## src/rtl/cpu4_wb_arbiter.sv

```systemverilog
// cpu4_wb_arbiter
// Shares the single regfile write port between the ALU and LSU writeback paths.
// Live requests (valid with a non-zero destination) are arbitrated round-robin,
// and the winner is registered into one output stage that drives the regfile.
// Writes to r0 are acknowledged immediately and dropped; they never use the port.
// The staged write is forwarded onto both read ports so readers never see stale data.
// A saturating counter records how many cycles both requesters were live.

module cpu4_wb_arbiter #(
    parameter int DW    = 32,
    parameter int AW    = 5,
    parameter int CNT_W = 16
) (
    input  logic             clk,
    input  logic             reset,

    input  logic             alu_valid,
    output logic             alu_ready,
    input  logic [AW-1:0]    alu_rdidx,
    input  logic [DW-1:0]    alu_rddata,

    input  logic             lsu_valid,
    output logic             lsu_ready,
    input  logic [AW-1:0]    lsu_rdidx,
    input  logic [DW-1:0]    lsu_rddata,

    output logic             rf_wen,
    output logic [AW-1:0]    rf_rdidx,
    output logic [DW-1:0]    rf_rddata,

    input  logic [AW-1:0]    rs1idx,
    input  logic [AW-1:0]    rs2idx,
    input  logic [DW-1:0]    rf_rs1data,
    input  logic [DW-1:0]    rf_rs2data,
    output logic [DW-1:0]    rs1data,
    output logic [DW-1:0]    rs2data,

    output logic [CNT_W-1:0] conflict_cnt
);

    // Round-robin pointer: which requester wins the next contested cycle.
    typedef enum logic {
        RR_ALU = 1'b0,
        RR_LSU = 1'b1
    } rrPtr_t;

    localparam logic [AW-1:0]    ZERO_IDX = '0;
    localparam logic [CNT_W-1:0] CNT_MAX  = '1;

    rrPtr_t           rrPtr_q;
    rrPtr_t           rrPtr_d;

    logic             rfWen_q;
    logic             rfWen_d;
    logic [AW-1:0]    rfIdx_q;
    logic [AW-1:0]    rfIdx_d;
    logic [DW-1:0]    rfData_q;
    logic [DW-1:0]    rfData_d;

    logic [CNT_W-1:0] conflictCnt_q;
    logic [CNT_W-1:0] conflictCnt_d;

    logic             aluLive;
    logic             lsuLive;
    logic             bothLive;
    logic             aluDrop;
    logic             lsuDrop;
    logic             grantAlu;
    logic             grantLsu;
    logic             anyGrant;
    logic             fwd1;
    logic             fwd2;

    // Classify each request: live requests compete for the port, r0 writes are dropped.
    always_comb begin
        aluLive  = alu_valid && (alu_rdidx != ZERO_IDX);
        lsuLive  = lsu_valid && (lsu_rdidx != ZERO_IDX);
        aluDrop  = alu_valid && (alu_rdidx == ZERO_IDX);
        lsuDrop  = lsu_valid && (lsu_rdidx == ZERO_IDX);
        bothLive = aluLive && lsuLive;
    end

    // Pick at most one live winner; the pointer only matters when both are live.
    always_comb begin
        grantAlu = 1'b0;
        grantLsu = 1'b0;
        if (!reset) begin
            if (bothLive) begin
                if (rrPtr_q == RR_ALU) begin
                    grantAlu = 1'b1;
                end else begin
                    grantLsu = 1'b1;
                end
            end else if (aluLive) begin
                grantAlu = 1'b1;
            end else if (lsuLive) begin
                grantLsu = 1'b1;
            end
        end
        anyGrant = grantAlu || grantLsu;
    end

    // Handshake: a winner or a dropped r0 write is accepted in the same cycle; nothing while in reset.
    always_comb begin
        alu_ready = !reset && (grantAlu || aluDrop);
        lsu_ready = !reset && (grantLsu || lsuDrop);
    end

    // Next state for the pointer, the write stage and the conflict counter.
    always_comb begin
        rrPtr_d       = rrPtr_q;
        rfWen_d       = anyGrant;
        rfIdx_d       = rfIdx_q;
        rfData_d      = rfData_q;
        conflictCnt_d = conflictCnt_q;

        if (grantAlu) begin
            rrPtr_d  = RR_LSU;
            rfIdx_d  = alu_rdidx;
            rfData_d = alu_rddata;
        end else if (grantLsu) begin
            rrPtr_d  = RR_ALU;
            rfIdx_d  = lsu_rdidx;
            rfData_d = lsu_rddata;
        end

        if (bothLive && (conflictCnt_q != CNT_MAX)) begin
            conflictCnt_d = conflictCnt_q + CNT_W'(1);
        end
    end

    // State registers with synchronous reset.
    always_ff @(posedge clk) begin
        if (reset) begin
            rrPtr_q       <= RR_ALU;
            rfWen_q       <= 1'b0;
            rfIdx_q       <= '0;
            rfData_q      <= '0;
            conflictCnt_q <= '0;
        end else begin
            rrPtr_q       <= rrPtr_d;
            rfWen_q       <= rfWen_d;
            rfIdx_q       <= rfIdx_d;
            rfData_q      <= rfData_d;
            conflictCnt_q <= conflictCnt_d;
        end
    end

    // A write staged just before reset rises must not reach the regfile, so the enable is masked by reset.
    always_comb begin
        rf_wen       = rfWen_q && !reset;
        rf_rdidx     = rfIdx_q;
        rf_rddata    = rfData_q;
        conflict_cnt = conflictCnt_q;
    end

    // Bypass the staged write onto the read ports; r0 always reads from the regfile.
    always_comb begin
        fwd1    = rf_wen && (rf_rdidx == rs1idx) && (rs1idx != ZERO_IDX);
        fwd2    = rf_wen && (rf_rdidx == rs2idx) && (rs2idx != ZERO_IDX);
        rs1data = fwd1 ? rf_rddata : rf_rs1data;
        rs2data = fwd2 ? rf_rddata : rf_rs2data;
    end

endmodule
```

## config.mk

```make
export PLATFORM = sky130hd
export DESIGN_NAME = cpu4_wb_arbiter
export DESIGN_NICKNAME = d
export VERILOG_FILES = /design/src/rtl/cpu4_wb_arbiter.sv
export SDC_FILE = /design/constraint.sdc
export NUM_CORES = 1
export LEC_CHECK = 0
export BUFFER_PORTS_ARGS = -buffer_cell sky130_fd_sc_hd__clkbuf_2
export CORE_MARGIN = 2
export CORE_UTILIZATION = 33
export DETAILED_ROUTE_END_ITERATION = 6
export PLACE_DENSITY = 0.72
export REMOVE_ABC_BUFFERS = 1
export SLEW_MARGIN = 25
export SYNTH_ARGS = -nofsm -noshare
export SYNTH_HDL_FRONTEND = slang
export SYNTH_SLANG_ARGS = --single-unit
```

## constraint.sdc

```tcl
create_clock -name clk -period 2 [get_ports clk]
set_clock_uncertainty 0.05 [all_clocks]
set_input_delay 0.4 -clock clk [delete_from_list [all_inputs] [get_ports clk]]
set_output_delay 0.4 -clock clk [all_outputs]
set_load 0.01 [all_outputs]
```

==> results.json <==
{
  "yosys-top-cells-count": "67 x mux2_2, 55 x dfxtp_1, 40 x o21ai_1",
  "leakage_uw": 0.00290,
  "ys_types": 44,
  "endpoint_kind": "output port",
  "hold_path_startpoint": "lsu_rddata[7]",
  "ys_ff_latch": 55,
  "yosysWarnings": 0,
  "synth_edf_count": 0,
  "syn_area_per_cell_um2": 9.46,
  "instances_no_fill": 823,
  "netlist_top_cells_area": "dfxtp_1 31%, mux2_2 21%, mux2i_1 9.2%",
  "min_path_cells": 3,
  "rsz0062_at_grt": "true",
  "status": "finished with violations",
  "max_freq_mhz": 391,
  "cap_violations": 0,
  "grt_usage_pct": 20.4,
  "seqCellArea_mm2": 0.00111,
  "synth_ff_type": "dfxtp_1",
  "slew_violations": 0,
  "dr.pass1.iters": 4,
  "r2r_slack_ps": 150,
  "startpoint_type": "register",
  "fin_crit_sh_pct": 128,
  "hold_viol": 0,
  "yosys.cell_count.top_type": "mux2_2",
  "grt_first_pass_wirelength_um": 18900,
  "hold-path-endpoint": "rf_rddata[7]",
  "async_flop_share_pct": 0,
  "grt_max_degree": 42,
  "drc_errors": 0,
  "reg2reg_from": "conflict_cnt[1]",
  "cts_buffers": 5,
  "initial_utilization_pct": 33.4,
  "total_power_uw": 2970,
  "dieArea_mm2": 0.0117,
  "gr-total-overflow": 0,
  "internal-power_uw": 2090,
  "layout_min_cycle_time_ps": 2560,
  "pin_count": 272,
  "fin_util_pct": 56.1,
  "power_frac_seq_pct": 43.0,
  "cts_buffer_depth": 2,
  "ir_drop_uv": 295,
  "synth_seq_area_share_pct": 30.8,
  "p_comb_share_pct": 31.0,
  "clkTransAtPathRegs_ps": 100,
  "port-buffer-count": 271,
  "drt_iter0_markers": 134,
  "syn-cell-area_mm2": 0.00357,
  "power_switching_uw": 878,
  "setup_viol": 66,
  "dpl.cell_count": 800,
  "drt_wl_total_um": 14300,
  "reg2reg_depth": 5,
  "ant_nets": 0,
  "place_congestion": 0.869,
  "cts_tree": "built",
  "power_frac_clock_pct": 26.0,
  "fin_setup_tns_ps": -32730,
  "hp-class": "input pin to register",
  "cts.sinks": 55,
  "worst_pin_slew_ps": 359,
  "r2r_end": "conflict_cnt[8]",
  "vias": 4179,
  "drt-vias-per-instance": 5.08,
  "holdWs_ps": 301,
  "violations": "negative setup slack",
  "crit_type": "register to output port",
  "antenna_cells": 0,
  "wire_per_inst_um": 17.4,
  "cp.required_ps": 1550,
  "drive_above_1_share_pct": 60.8,
  "cts_max_level": 2,
  "antenna_found_initial": 0,
  "dpl.hpwl_um": 9880,
  "cts_root_buf": "clkbuf_8",
  "syn_to_final_growth_pct": 67.8,
  "relSlewSlack_pct": 75.7,
  "synthCells": 378,
  "p_per_area_mw_per_mm2": 494,
  "worstPathMaxFanout": 8,
  "grt_pass1_vias": 3933,
  "final.fill_count": 946,
  "fin_nets": 835,
  "multiInputGateArea_mm2": 0.00244,
  "synth_top_cell_area_share_pct": 30.8,
  "insertion_delay_ps": 300,
  "crit_arrival_ps": 2110,
  "rows": 38,
  "chipHeight_um": 108,
  "setup_slack_ps": -556,
  "core_region_area_mm2": 0.0107,
  "switching_share_pct": 29.6,
  "synth_top_cell_by_area": "dfxtp_1",
  "die_x_um": 108
}
## power groups by stage
stage / logic, uW / clock network, uW / registers [uW]
final: 921 / 770 / 1270
after global routing: 990 / 855 / 1290
after CTS: 835 / 804 / 1270
after detailed placement: 816 / 0 / 1290
after global placement: 796 / 0 / 1280
after floorplan: 332 / 0 / 1310
## worst max path at each step
| stage | start | to | slack, ps | cells past startpoint |
|---|---|---|---|---|
| 2_1_floorplan | lsu_rdidx[0] | rf_rddata[0] | -1780 | 5 |
| 3_3_place_gp | rs2idx[1] | rs2data[5] | -290 | 8 |
| 3_5_place_dp | rs2idx[1] | rs2data[8] | -330 | 8 |
| 4_1_cts | rf_rdidx[1] | rs1data[5] | -530 | 8 |
| 5_1_grt | rf_rdidx[2] | rs1data[29] | -630 | 8 |
| 6_report | rf_rdidx[2] | rs1data[29] | -560 | 8 |
## stage by stage
step / area (um2) / setup WS [ps]
3_3_place_gp: 5310 / -293
6_report: 6000 / -556
3_5_place_dp: 5310 / -327
4_1_cts: 5560 / -532
5_1_grt: 6000 / -632
2_1_floorplan: 3410 / -1780
## layer usage
layer | global-route usage (%) | up-vias | part of all wire [%]
met4 | 6.23 | 0 | 1.5
met3 | 3.68 | 14 | 8.1
met1 | 24.7 | 1934 | 40
met5 | 0 | - | 0
li1 | - | 2012 | -
met2 | 36.6 | 219 | 50
## worst max-delay path, cell delays in order (launching register included)
cell and delay [ps]:
dfxtp_4 380, buf_6 120, xor2_2 140, nor3_2 190, nand4b_1 190, buf_6 190
clkbuf_16 170, mux2_4 310, buf_6 120
## state kept, by name, indices dropped and copies added, names as in the netlist
signal	flops
conflict_cnt	16
rfWen_q	1
rf_rddata	32
rf_rdidx	5
rrPtr_q	1
## placed cells by master, fill, tap and decap left out, types with 5 or more instances in the layout
master	netlist	routed
nand4_1	5	5
xnor2_1	5	5
mux2_4	0	18
xor2_1	7	6
a2bb2oi_1	5	5
a21oi_1	11	11
or3_1	5	5
clkbuf_8	0	6
nand3b_1	37	37
buf_12	2	8
nor2b_1	5	5
o21ai_1	40	40
clkbuf_2	0	245
nand3_1	9	9
mux2i_1	33	33
nor2_1	16	15
mux2_2	67	49
dfxtp_1	55	53
nor3_1	11	7
buf_4	1	31
inv_1	8	8
buf_6	1	30
## cell type report
class | count | area share, %
Multi-Input combinational cell | 290 | 40.8
Sequential cell | 55 | 18.5
Clock buffer | 6 | 1.38
Inverter | 8 | 0.501
Clock inverter | 2 | 0.584
Timing Repair Buffer | 322 | 35.4
Tap cell | 140 | 2.92
## kinds of logic (layout without fill, tap and decap cells)
family / after synthesis / count (layout) / share of synthesized area, %
buffers and inverters: 33 / 338 / 5.39
adders and majority gates: 1 / 1 / 0.350
muxes: 100 / 100 / 30.3
and+or+nand+nor: 108 / 108 / 18.8
DFF: 55 / 55 / 30.8
xor gates and xnor gates: 12 / 12 / 2.94
AOI/OAI and AO/OA: 69 / 69 / 11.3
## what timing repair did
item	in CTS	in global routing
buffers inserted	5	3
resized for setup	13	83
hold buffers	0	0
pin swaps	7	13
gates cloned	2	5
endpoints found under the setup margin	66	71
Power figures use the tool's default switching activity.
